File: config.mk
export PLATFORM = sky130hd
export DESIGN_NAME = abz_quad_decoder
export DESIGN_NICKNAME = d
export VERILOG_FILES = /design/src/rtl/abz_pkg.sv /design/src/rtl/abz_in_filter.sv /design/src/rtl/abz_quad_decoder.sv
export SDC_FILE = /design/constraint.sdc
export NUM_CORES = 1
export LEC_CHECK = 0
export BUFFER_PORTS_ARGS = -buffer_cell sky130_fd_sc_hd__buf_2
export CORE_MARGIN = 10
export CORE_UTILIZATION = 40
export DETAILED_ROUTE_END_ITERATION = 8
export GPL_ROUTABILITY_DRIVEN = 0
export GPL_TIMING_DRIVEN = 0
export PLACE_DENSITY = 0.68
export SLEW_MARGIN = 20
export SYNTH_ARGS = -nofsm -noshare
export SYNTH_HDL_FRONTEND = slang
export SYNTH_HIERARCHICAL = 1
export SYNTH_SLANG_ARGS = --single-unit
File: constraint.sdc
create_clock -name clk_in -period 3.5 [get_ports clk_in]
set_input_delay 0.175 -clock clk_in [delete_from_list [all_inputs] [get_ports clk_in]]
set_output_delay 0.175 -clock clk_in [all_outputs]
set_load 0.01 [all_outputs]
File: src/rtl/abz_pkg.sv
// Shared A/B/Z definitions: widths, default filter length and the quadrature
// transition tables also used by the A/B/Z pulse generator.
package abz_pkg;

    localparam int unsigned POS_W        = 16;
    localparam int unsigned FILT_LEN_DEF = 3;

    // Next {A,B} for a forward step (A leads B), indexed by current {A,B}:
    // 00->10, 01->00, 10->11, 11->01.
    localparam logic [1:0] AB_FWD_NEXT [4] = '{2'b10, 2'b00, 2'b11, 2'b01};
    // Next {A,B} for a reverse step (B leads A), indexed by current {A,B}.
    localparam logic [1:0] AB_REV_NEXT [4] = '{2'b01, 2'b11, 2'b00, 2'b10};

    typedef enum logic [1:0] {
        STEP_NONE,
        STEP_FWD,
        STEP_REV,
        STEP_ERR
    } step_e;

    // Classify a filtered {A,B} transition.
    function automatic step_e ab_classify(input logic [1:0] prev, input logic [1:0] cur);
        step_e s;
        if (prev == cur)                  s = STEP_NONE;
        else if ((prev ^ cur) == 2'b11)   s = STEP_ERR;
        else if (cur == AB_FWD_NEXT[prev]) s = STEP_FWD;
        else                              s = STEP_REV;
        return s;
    endfunction

endpackage

File: src/rtl/abz_in_filter.sv
// 2-FF synchroniser followed by a glitch filter: a level change is accepted
// only after FILT_LEN consecutive identical synchronised samples.
module abz_in_filter #(
    parameter int unsigned FILT_LEN = 3
) (
    input  logic clk_in,
    input  logic sys_rst,
    input  logic d_in,
    output logic d_filt
);

    localparam int unsigned CW = (FILT_LEN > 1) ? $clog2(FILT_LEN) : 1;

    logic          s1_q, s2_q;
    logic          filt_q, filt_d;
    logic [CW-1:0] fcnt_q, fcnt_d;

    // Filter next state: restart the run count whenever s2 agrees with the output.
    always_comb begin
        filt_d = filt_q;
        fcnt_d = fcnt_q;
        if (s2_q == filt_q) begin
            fcnt_d = '0;
        end else if (fcnt_q == CW'(FILT_LEN - 1)) begin
            filt_d = s2_q;
            fcnt_d = '0;
        end else begin
            fcnt_d = fcnt_q + CW'(1);
        end
    end

    // Synchroniser and filter registers.
    always_ff @(posedge clk_in or negedge sys_rst) begin
        if (!sys_rst) begin
            s1_q   <= 1'b0;
            s2_q   <= 1'b0;
            filt_q <= 1'b0;
            fcnt_q <= '0;
        end else begin
            s1_q   <= d_in;
            s2_q   <= s1_q;
            filt_q <= filt_d;
            fcnt_q <= fcnt_d;
        end
    end

    assign d_filt = filt_q;

endmodule

File: src/rtl/abz_quad_decoder.sv
// Quadrature A/B/Z decoder: filtered inputs, x4 position counter, Z position
// latch and A rising-edge period measurement.
module abz_quad_decoder
    import abz_pkg::*;
#(
    parameter int unsigned FILT_LEN = FILT_LEN_DEF,
    parameter bit          Z_CLR    = 1'b0
) (
    input  logic             clk_in,
    input  logic             sys_rst,
    input  logic             a_in,
    input  logic             b_in,
    input  logic             z_in,
    input  logic             dec_en,
    input  logic             cnt_clr,
    output logic [POS_W-1:0] pos_cnt,
    output logic             dir,
    output logic [POS_W-1:0] z_pos,
    output logic             z_valid,
    output logic [POS_W-1:0] edge_period,
    output logic             period_valid,
    output logic             err_flag
);

    logic a_f, b_f, z_f;

    abz_in_filter #(.FILT_LEN(FILT_LEN)) u_filt_a (.clk_in(clk_in), .sys_rst(sys_rst), .d_in(a_in), .d_filt(a_f));
    abz_in_filter #(.FILT_LEN(FILT_LEN)) u_filt_b (.clk_in(clk_in), .sys_rst(sys_rst), .d_in(b_in), .d_filt(b_f));
    abz_in_filter #(.FILT_LEN(FILT_LEN)) u_filt_z (.clk_in(clk_in), .sys_rst(sys_rst), .d_in(z_in), .d_filt(z_f));

    logic [1:0]       ab_q, ab_d;
    logic             zp_q, zp_d;
    logic [POS_W-1:0] pos_q, pos_d;
    logic             dir_q, dir_d;
    logic [POS_W-1:0] zpos_q, zpos_d;
    logic             zval_q, zval_d;
    logic [POS_W-1:0] per_q, per_d;
    logic [POS_W-1:0] eper_q, eper_d;
    logic             pval_q, pval_d;
    logic             err_q, err_d;
    logic             flag_q, flag_d;

    step_e step;
    logic  a_rise, z_rise;

    assign step   = ab_classify(ab_q, {a_f, b_f});
    assign a_rise = a_f & ~ab_q[1];
    assign z_rise = z_f & ~zp_q;

    // Next-state logic: clear beats disable beats normal decoding.
    // Previous A/B/Z tracking always follows the filters so re-enable sees no false step.
    always_comb begin
        ab_d   = {a_f, b_f};
        zp_d   = z_f;
        pos_d  = pos_q;
        dir_d  = dir_q;
        zpos_d = zpos_q;
        zval_d = 1'b0;
        per_d  = per_q;
        eper_d = eper_q;
        pval_d = 1'b0;
        err_d  = err_q;
        flag_d = flag_q;
        if (cnt_clr) begin
            pos_d  = '0;
            zpos_d = '0;
            per_d  = '0;
            err_d  = 1'b0;
            flag_d = 1'b0;
        end else if (!dec_en) begin
            per_d  = '0;
            flag_d = 1'b0;
        end else begin
            case (step)
                STEP_FWD: begin
                    pos_d = pos_q + POS_W'(1);
                    dir_d = 1'b1;
                end
                STEP_REV: begin
                    pos_d = pos_q - POS_W'(1);
                    dir_d = 1'b0;
                end
                STEP_ERR: err_d = 1'b1;
                default:  ;
            endcase
            // Z captures the pre-step count; with Z_CLR the clear wins over the step.
            if (z_rise) begin
                zpos_d = pos_q;
                zval_d = 1'b1;
                if (Z_CLR) pos_d = '0;
            end
            if (per_q != '1) per_d = per_q + POS_W'(1);
            if (a_rise) begin
                per_d = POS_W'(1);
                if (flag_q) begin
                    eper_d = per_q;
                    pval_d = 1'b1;
                end
                flag_d = 1'b1;
            end
        end
    end

    // Decoder state registers.
    always_ff @(posedge clk_in or negedge sys_rst) begin
        if (!sys_rst) begin
            ab_q   <= '0;
            zp_q   <= 1'b0;
            pos_q  <= '0;
            dir_q  <= 1'b0;
            zpos_q <= '0;
            zval_q <= 1'b0;
            per_q  <= '0;
            eper_q <= '0;
            pval_q <= 1'b0;
            err_q  <= 1'b0;
            flag_q <= 1'b0;
        end else begin
            ab_q   <= ab_d;
            zp_q   <= zp_d;
            pos_q  <= pos_d;
            dir_q  <= dir_d;
            zpos_q <= zpos_d;
            zval_q <= zval_d;
            per_q  <= per_d;
            eper_q <= eper_d;
            pval_q <= pval_d;
            err_q  <= err_d;
            flag_q <= flag_d;
        end
    end

    assign pos_cnt      = pos_q;
    assign dir          = dir_q;
    assign z_pos        = zpos_q;
    assign z_valid      = zval_q;
    assign edge_period  = eper_q;
    assign period_valid = pval_q;
    assign err_flag     = err_q;

endmodule

==> flow_metrics.env, run 1 <==
export IMPL_avgSynthCellArea_um2=10.2
export IMPL_route_antenna_remaining_nets=0
export IMPL_firstDrtPassIters=4
export IMPL_netlist_instances=408
export IMPL_path_class="register to register"
export IMPL_grt_pass1_vias=3143
export IMPL_grt_overflow=0
export IMPL_r2r_cells=16
export IMPL_drt_iter0_drc=219
export IMPL_timing_final_ws_setup_ps=98.8
export IMPL_worst_ep_arrival_time_ps=3640
export IMPL_combPwrFrac_pct=54.6
export IMPL_powerDensity_nw_per_um2=912
export IMPL_cts_made_buffers=9
export IMPL_die_x_um=122
export IMPL_synth_flop_cell="dfrtp_1"
export IMPL_clock_latency_ps=370
export IMPL_diodes=0
export IMPL_p_sw_w=0.00196
export IMPL_drcViolationCount=0
export IMPL_period_minus_slack_ps=3400
export IMPL_slew_violations=0
export IMPL_hold_viol_final=0
export IMPL_path_depth=16
export IMPL_synth_mux_area_share_pct=1.56
export IMPL_vias_per_cell=5.16
export IMPL_ioPinCount=59
export IMPL_clk_pin_slew_ps=90
export IMPL_ctsRootBufferMaster="clkbuf_8"
export IMPL_die_y_um=122
export IMPL_grt_usage_pct=12.9
export IMPL_fmax_mhz=294
export IMPL_dp_hpwl_mm=6.70
export IMPL_p_seq_share_pct=28.5
export IMPL_grt_pass1_wl_mm=15.6
export IMPL_cts_max_level=3
export IMPL_worst_pin_slew_ps=698
export IMPL_ys_async_sr_fraction_pct=100
export IMPL_drive_above_1_share_pct=26.2
export IMPL_status="finished clean"
export IMPL_wl_mm=9.80
export IMPL_p_int_w=0.00280
export IMPL_fin_crit_sh_pct=97.2
export IMPL_port_buffers=58
export IMPL_irDropWorstVdd_mv=0.344
export IMPL_crit_buf_inv=2
export IMPL_clkSinkCount=87
export IMPL_vias=3283
export IMPL_synth_xor_area_share_pct=5.05
export IMPL_start_util_pct=40.7
export IMPL_syn_cell_area_um2=4170
export IMPL_synth_top_family_by_area="simple AND/OR/NAND/NOR gates"
export IMPL_clockPowerShare_pct=16.9
export IMPL_setup_viol=0
export IMPL_cp_required_ps=3740
export IMPL_end_kind="register"
export IMPL_rows=37
export IMPL_synth_nets=434
export IMPL_nNetsFinal=521
export IMPL_coreArea_um2=10200
export IMPL_syn_to_final_growth_pct=25.4
export IMPL_cp_start_kind="register"
export IMPL_cts_tree="built"
export IMPL_yosys_register_bits=87
export IMPL_yosys_warnings=6
export IMPL_yosys_area_share_adder_pct=5.89
export IMPL_cts_buffer_depth=2
export IMPL_slowest_delay_ps=450
export IMPL_synth_compound_area_share_pct=13.3
export IMPL_crit_family="compound AO/OA/AOI/OAI gates"
export IMPL_cpMaxStageDelayCell="or4_4"
export IMPL_relSlewSlack_pct=53.3
export IMPL_yosys_cell_types_count=51
export IMPL_crit_chain="inv_2 -> ha_4 -> inv_2 -> nor2_1 -> o22ai_1 -> nand2_1 -> o21a_1 -> ha_4 -> ha_1 -> nor2b_4 -> o31a_1 -> or4_4 -> a31oi_4 -> o21a_4 -> xor2_1 -> o21ai_1"
export IMPL_ys_seq_area_share_pct=52.3
export IMPL_hold_path_class="input port to register"
export IMPL_die_area_um2=14900
export IMPL_synth_edff_count=0
export IMPL_rsz0062_at_grt="yes"
export IMPL_stdcell_count=636
export IMPL_swShare_pct=41.3
export IMPL_p_leak_nw=2.51
export IMPL_dp_cells=603
export IMPL_skew_ps=15.2
export IMPL_antenna_found_initial=0
export IMPL_synthSimpleGateAreaFrac_pct=19.8
export IMPL_dp_slack_ps=-531
export IMPL_grt_max_degree=57
export IMPL_crit_fanout=6
export IMPL_cap_violations=0
export IMPL_holdPathStages=2
export IMPL_wl_per_cell_um=15.4
## Yosys cell counts, types with 2 or more instances
cell      number  area, um^2
dfrtp_1       87        2180
nand2_1       76         285
nor2_1        37         139
o21ai_0       25         125
ha_1          18         225
a22o_1        17         149
xor2_1        15         131
a21oi_1       14        70.1
inv_1         11        41.3
nand3_1       11        55.1
nand4_1        9        56.3
xnor2_1        9        78.8
clkbuf_1       8        30.0
nand2b_1       6        37.5
nor3_1         6        30.0
a31oi_1        5        31.3
nor2b_1        5        31.3
nor2b_4        4        55.1
mux2_4         3        45.0
nor3b_1        3        22.5
o21a_1         3        22.5
a311oi_1       2        17.5
and4_4         2        22.5
mux2i_1        2        20.0
o22ai_1        2        12.5
o31ai_1        2        15.0
or4_1          2        15.0
## stage by stage
| step | TNS (ps) | utilization [%] | hold WS [ps] | instance area (um^2) | total power (W) |
|---|---|---|---|---|---|
| finish | 0 | 51.0 | 60.1 | 5220 | 0.00476 |
| global route | -199 | 51.0 | 53.2 | 5220 | 0.00511 |
| CTS | 0 | 49.7 | 51.0 | 5090 | 0.00448 |
| detailed placement | -3330 | 45.5 | 278 | 4650 | 0.00327 |
| global placement | -1900 | 45.2 | 283 | 4630 | 0.00317 |
| floorplan | 0 | - | -121 | 4170 | 0.00279 |
## logic make-up after synthesis
logic type / count (synthesis)
compound gates: 83
xor+xnor: 24
fa+ha+maj: 19
buf+inv: 21
flops: 87
mux: 5
simple gates: 169
## worst reg2reg max path, stage by stage, from the launching register on
cell and delay, ps:
dfrtp_1 400, inv_2 90, ha_4 210, inv_2 100, nor2_1 60, o22ai_1 140
nand2_1 70, o21a_1 160, ha_4 210, ha_1 320, nor2b_4 150, o31a_1 280
or4_4 450, a31oi_4 240, o21a_4 170, xor2_1 160, o21ai_1 80
## final cells by class
class / instances / area (um^2)
flip-flops and latches: 87 / 2180
fillers: 916 / 5010
inverters: 11 / 41.3
multi-input cells: 300 / 2110
well taps: 136 / 170
repair buffers: 76 / 448
clock inverters: 6 / 91.3
plain buffers: 10 / 48.8
clock buffers: 10 / 138
## power by group through the flow
stage | sequential, W | clock (W) | combinational [W]
floorplan | 0.00137 | 0 | 0.00142
global placement | 0.00135 | 0 | 0.00182
detailed placement | 0.00137 | 0 | 0.00190
CTS | 0.00134 | 0.000821 | 0.00232
global route | 0.00138 | 0.000865 | 0.00286
finish | 0.00136 | 0.000805 | 0.00260
## layer usage
layer / up-vias / GRT usage, % / part of all wire, %
li1: 1615 / - / -
met1: 1595 / 16.3 / 45
met2: 59 / 19.8 / 47
met3: 14 / 4.81 / 6.5
met4: 0 / 4.84 / 1.3
met5: - / 0 / 0
## worst paths after layout
kind                                    start             end  slack [ps]
worst min register to register  u_filt_z/s1_q   u_filt_z/s2_q         360
worst max register to register        ab_q[1]     pos_cnt[10]         100
max in group asynchronous             sys_rst        per_q[4]        2480
min in group asynchronous             sys_rst  edge_period[3]         410
worst max-delay path                  ab_q[1]     pos_cnt[10]         100
worst min-delay path                  cnt_clr        err_flag          60
## sequential cells by signal (all words and copies together) (netlist names), 2 cells and up
name and flops:
pos_cnt 16, ab_q 2, z_pos 16, per_q 16, u_filt_b/fcnt_q 2, u_filt_a/fcnt_q 2, u_filt_z/fcnt_q 2, edge_period 16
## repair_timing
item                                    in CTS  in global routing
hold buffers                                 4                  0
endpoints found under the setup margin       9                  9
resized for setup                           20                 17
cloned                                       0                  0
endpoints found under the hold margin       58                  0
buffers inserted                            11                  3
pin swaps                                    5                  6
## cells in the final DEF (no fill, tap or decap), types with 2 or more instances in the layout
master	instances
inv_6	2
and4_4	2
xor2_1	15
inv_1	9
nand3_1	11
a22o_1	17
inv_2	2
xnor2_1	9
nand4_1	9
dlygate4sd3_1	4
o21ai_0	22
nand2_1	76
o31ai_1	2
a31oi_1	5
o21a_1	2
nor2b_1	5
buf_4	14
ha_4	9
o22ai_1	2
nor3_1	6
a21oi_2	3
ha_1	9
mux2_4	3
clkbuf_8	10
o21ai_1	2
dfrtp_1	86
nor3b_1	3
nor2_1	37
nor2b_4	4
buf_2	58
mux2i_1	2
nand2b_1	6
bufinv_16	2
o21ai_2	2
a21oi_1	10
clkbuf_1	8
No activity file was read; power rests on OpenSTA's default activity.
==> inputs of run 2 (changes only) <==
--- a/config.mk
+++ b/config.mk
@@ -6,5 +6,5 @@
 export NUM_CORES = 1
 export LEC_CHECK = 0
-export BUFFER_PORTS_ARGS = -buffer_cell sky130_fd_sc_hd__buf_2
+export BUFFER_PORTS_ARGS = -buffer_cell sky130_fd_sc_hd__clkbuf_2
 export CORE_MARGIN = 10
 export CORE_UTILIZATION = 40
@@ -13,4 +13,5 @@
 export GPL_TIMING_DRIVEN = 0
 export PLACE_DENSITY = 0.68
+export RECOVER_POWER = 50
 export SLEW_MARGIN = 20
 export SYNTH_ARGS = -nofsm -noshare
==> constraint.sdc (replaced) <==
create_clock -name clk_in -period 3.5 [get_ports clk_in]
set_input_delay 0.175 -clock clk_in [delete_from_list [all_inputs] [get_ports clk_in]]
set_output_delay 0.175 -clock clk_in [all_outputs]
set_load 0.005 [all_outputs]
==> run 2 against run 1 <==
Net effect: highest routed layer unchanged; final cell count decreased by 0.16%; combinational power about the same; maximum frequency rose by 0.69%; global-route usage is 0.061 points lower; critical endpoint unchanged; via count rose by 0.40%; sequential power barely moved.
==> flow_metrics.env, run 2 (synthesized netlist as in run 1, its figures left out) <==
export IMPL_irDropWorstVdd_mv=0.419
export IMPL_diodes=0
export IMPL_drt_iter0_drc=196
export IMPL_drcViolationCount=0
export IMPL_nNetsFinal=520
export IMPL_ctsRootBufferMaster="clkbuf_8"
export IMPL_rsz0062_at_grt="yes"
export IMPL_dp_hpwl_mm=6.36
export IMPL_ioPinCount=59
export IMPL_cpMaxStageDelayCell="or4_4"
export IMPL_clk_pin_slew_ps=90
export IMPL_wl_mm=9.61
export IMPL_route_antenna_remaining_nets=0
export IMPL_status="finished clean"
export IMPL_relSlewSlack_pct=51.9
export IMPL_die_area_um2=14900
export IMPL_start_util_pct=40.7
export IMPL_p_leak_nw=2.47
export IMPL_crit_fanout=6
export IMPL_clock_latency_ps=370
export IMPL_grt_max_degree=88
export IMPL_cts_tree="built"
export IMPL_grt_pass1_vias=3158
export IMPL_seqCellArea_um2=2180
export IMPL_syn_to_final_growth_pct=25.6
export IMPL_fmax_mhz=296
export IMPL_die_x_um=122
export IMPL_end_kind="register"
export IMPL_hold_viol_final=0
export IMPL_stdcell_count=635
export IMPL_setup_viol=0
export IMPL_wl_per_cell_um=15.1
export IMPL_cp_required_ps=3750
export IMPL_powerDensity_nw_per_um2=915
export IMPL_grt_overflow=0
export IMPL_cts_buffer_depth=2
export IMPL_fin_crit_sh_pct=96.5
export IMPL_rows=37
export IMPL_grt_usage_pct=12.9
export IMPL_vias_per_cell=5.19
export IMPL_die_y_um=122
export IMPL_layout_commonest_cell="dfrtp_1"
export IMPL_coreArea_um2=10200
export IMPL_final_cell_area_um2=5230
export IMPL_worst_pin_slew_ps=718
export IMPL_multi_input_area_um2=2120
export IMPL_vias=3296
export IMPL_crit_chain="inv_2 -> ha_4 -> inv_6 -> o311ai_4 -> o21ai_2 -> ha_4 -> inv_2 -> fa_2 -> nor2b_4 -> o31a_1 -> or4_4 -> a31oi_4 -> o21a_1 -> xor2_1 -> o21ai_1"
export IMPL_skew_ps=11.3
export IMPL_dp_cells=602
export IMPL_firstDrtPassIters=4
export IMPL_cap_violations=0
export IMPL_fillers=898
export IMPL_period_minus_slack_ps=3380
export IMPL_slew_violations=0
export IMPL_cts_max_level=3
export IMPL_antenna_found_initial=0
export IMPL_cp_start_kind="register"
export IMPL_drive_above_1_share_pct=27.1
export IMPL_mostFrequentLayoutCells="86 x dfrtp_1, 75 x nand2_1, 57 x clkbuf_2, 36 x nor2_1, 22 x o21ai_0"
export IMPL_slowest_delay_ps=440
export IMPL_final_util_pct=51.1
export IMPL_grt_pass1_wl_mm=15.6
export IMPL_cts_made_buffers=9
export IMPL_clkSinkCount=87
export IMPL_place_area_um2=4640
export IMPL_port_buffers=58
export IMPL_worst_ep_arrival_time_ps=3620
export IMPL_path_class="register to register"
export IMPL_hold_path_class="input port to register"
==> run 2: what timing repair did <==
| item | CTS | global route |
|---|---|---|
| gates resized for setup | 14 | 33 |
| setup buffers | 9 | 4 |
| pin swaps | 3 | 10 |
| endpoints found under the hold margin | 90 | 0 |
| endpoints found under the setup margin | 8 | 13 |
| hold buffers | 4 | 0 |
==> run 2: path summary, 6_finish.rpt <==
kind,depth (start not counted),start,slack (ps),endpoint
setup / recovery,15,ab_q[1],120,pos_cnt[10]
hold / removal,2,cnt_clr,60,err_flag
hold reg to reg,0,u_filt_b/s1_q,350,u_filt_b/s2_q
min in group asynchronous,2,sys_rst,410,pos_cnt[2]
setup reg to reg,15,ab_q[1],120,pos_cnt[10]
max in group asynchronous,2,sys_rst,2600,u_filt_a/d_filt
==> run 2: report_power, final <==
| group | switching [W] | leakage, nW | internal [W] |
|---|---|---|---|
| sequential | 0.000190 | 1.17 | 0.00117 |
| combinational | 0.00139 | 1.18 | 0.00122 |
| clock | 0.000381 | 0.117 | 0.000427 |
| total | 0.00196 | 2.47 | 0.00282 |
==> run 2: critical path, delay by kind of cell, from the launching register on <==
| family | cells | cell delay (ps) |
|---|---|---|
| AOI/OAI and AO/OA | 6 | 1280 |
| buffers and inverters | 3 | 190 |
| and+or+nand+nor | 2 | 490 |
| adders and majority gates | 3 | 740 |
| xor gates and xnor gates | 1 | 170 |
| DFF | 1 | 380 |
==> run 2: routing by layer <==
metal | vias up | part of all wire, % | GRT usage (%)
met5 | - | 0 | 0
met3 | 13 | 7.3 | 3.98
li1 | 1608 | - | -
met4 | 0 | 1.6 | 6.04
met1 | 1595 | 45 | 16.5
met2 | 80 | 47 | 19.4
==> run 2: stage by stage <==
step                hold slack, ps  TNS, ps  total power (W)  setup WS, ps
finish                        64.6        0          0.00478           122
global route                  91.4    -45.4          0.00512         -31.0
CTS                           53.6    -17.4          0.00435         -17.4
detailed placement             285    -2640          0.00323          -471
global placement               283    -1900          0.00314          -364
floorplan                     -121        0          0.00276          9.28
==> run 2: area by class of cell <==
cell class              count  area share [%]
flip-flops and latches     87            41.6
multi-input cells         300            40.6
repair buffers             75            8.35
well taps                 136            3.25
clock buffers              10            2.63
clock inverters             6            1.75
plain buffers              10           0.933
inverters                  11           0.885
==> inputs of run 3 (changes only) <==
PLACE_DENSITY = 0.66   (was 0.68)
clock period = 4.38 ns   (was 3.5 ns; I/O delays follow)
==> run 3 against run 2 <==
Net effect: the flow now finishes with violations (max-capacitance violations, max-slew violations); critical path type unchanged; sequential power fell by 21%; via count fell by 3.6%; total power fell by 35%.
==> flow_metrics.env, run 3 (synthesized netlist as in run 1, its figures left out) <==
export IMPL_coreArea_um2=10200
export IMPL_relSlewSlack_pct=-40.9
export IMPL_die_x_um=122
export IMPL_wl_per_cell_um=14.3
export IMPL_die_y_um=122
export IMPL_rsz0062_at_grt="no"
export IMPL_route_antenna_remaining_nets=0
export IMPL_clk_pin_slew_ps=90
export IMPL_p_sw_w=0.00130
export IMPL_p_seq_share_pct=34.6
export IMPL_cap_violations=1
export IMPL_cts_buffer_depth=2
export IMPL_crit_fanout=19
export IMPL_cp_required_ps=4620
export IMPL_ioPinCount=59
export IMPL_tns_ps=0
export IMPL_worst_ep_arrival_time_ps=4300
export IMPL_cts_made_buffers=9
export IMPL_rows=37
export IMPL_nNetsFinal=507
export IMPL_clockPowerShare_pct=17.7
export IMPL_grt_pass1_vias=3058
export IMPL_drive_above_1_share_pct=16.7
export IMPL_ctsRootBufferMaster="clkbuf_8"
export IMPL_dp_hpwl_mm=6.36
export IMPL_violations="max-capacitance violations, max-slew violations"
export IMPL_swShare_pct=41.9
export IMPL_cp_start_kind="register"
export IMPL_grt_pass1_wl_mm=15.5
export IMPL_hold_viol_final=0
export IMPL_period_minus_slack_ps=4060
export IMPL_path_class="register to register"
export IMPL_worst_pin_slew_ps=2110
export IMPL_layout_commonest_cell="dfrtp_1"
export IMPL_final_util_pct=47.2
export IMPL_clock_latency_ps=360
export IMPL_end_kind="register"
export IMPL_slew_violations=88
export IMPL_cts_tree="built"
export IMPL_skew_ps=8.77
export IMPL_cts_max_level=3
export IMPL_clkSinkCount=87
export IMPL_mostFrequentLayoutCells="87 x dfrtp_1, 76 x nand2_1, 51 x clkbuf_2, 37 x nor2_1, 25 x o21ai_0"
export IMPL_irDropWorstVdd_mv=0.284
export IMPL_vias_per_cell=5.11
export IMPL_drt_iter0_drc=228
export IMPL_antenna_found_initial=0
export IMPL_grt_max_degree=88
export IMPL_drcViolationCount=0
export IMPL_die_area_um2=14900
export IMPL_firstDrtPassIters=4
export IMPL_start_util_pct=40.7
export IMPL_fin_crit_sh_pct=92.8
export IMPL_grt_usage_pct=12.8
export IMPL_p_leak_nw=2.34
export IMPL_wl_mm=8.88
export IMPL_vias=3176
export IMPL_setup_viol=0
export IMPL_grt_overflow=0
export IMPL_dp_slack_ps=94.3
export IMPL_timing_final_ws_setup_ps=317
export IMPL_syn_to_final_growth_pct=16.0
export IMPL_p_int_w=0.00180
export IMPL_powerDensity_nw_per_um2=642
export IMPL_status="finished with violations"
export IMPL_fmax_mhz=246
export IMPL_combPwrFrac_pct=47.7
export IMPL_hold_path_class="input port to register"
export IMPL_diodes=0
export IMPL_port_buffers=58
## run 3: per-layer routing
layer / share of wire (%) / vias up / track usage [%]
li1: - / 1581 / -
met1: 48 / 1530 / 17.3
met2: 45 / 56 / 18.4
met3: 6.3 / 9 / 4.63
met4: 1.0 / 0 / 4.69
met5: 0 / - / 0
## run 3: cell type report
| type | instances | area (um^2) |
|---|---|---|
| timing repair buffer | 62 | 322 |
| sequential | 87 | 2180 |
| fill | 966 | 5400 |
| clock buffer | 10 | 128 |
| inverter | 11 | 41.3 |
| buffer | 10 | 48.8 |
| clock inverter | 6 | 61.3 |
| multi-input combinational | 300 | 1880 |
| tap | 136 | 170 |
## run 3: final timing paths
path	start	endpoint	slack (ps)	cells past startpoint
max	u_filt_a/d_filt	pos_cnt[10]	320	15
min	cnt_clr	err_flag	120	2
max reg2reg	u_filt_a/d_filt	pos_cnt[10]	320	15
min reg2reg	u_filt_a/s1_q	u_filt_a/s2_q	360	0
max in group asynchronous	sys_rst	edge_period[10]	2130	2
min in group asynchronous	sys_rst	z_pos[0]	990	2
## run 3: stage by stage
stage                     std cells  power [W]  area (um^2)  hold WS (ps)
after floorplan                 408    0.00219         4170         -76.6
after global placement          602    0.00250         4630           328
after detailed placement        602    0.00257         4630           321
after CTS                       622    0.00313         4860          98.8
after global routing            622    0.00338         4830           104
final                           622    0.00310         4830           117
## run 3: what timing repair did
| action | CTS | global route |
|---|---|---|
| endpoints found under the hold margin | 90 | 0 |
| setup buffers | 0 | 0 |
| resized for setup | 0 | 1 |
| endpoints found under the setup margin | 0 | 5 |
| hold buffers | 4 | 0 |
## run 3: power by group through the flow
stage               Sequential (W)  Clock, W  Combinational, W
CTS                        0.00108  0.000569           0.00149
global placement           0.00108         0           0.00141
detailed placement         0.00109         0           0.00148
global route               0.00110  0.000614           0.00167
finish                     0.00107  0.000548           0.00148
floorplan                  0.00107         0           0.00113
## run 3: critical path: stages, from the launching register on
cell      delay, ps
dfrtp_1         490
ha_1            390
inv_1           170
nand2_1          80
nand2_1          70
o311ai_0        110
o21ai_0         140
ha_2            490
ha_1            350
nor2b_4         160
o31a_1          270
or4_1           440
a31oi_2         290
o21a_1          250
xor2_1          170
o21ai_1          70
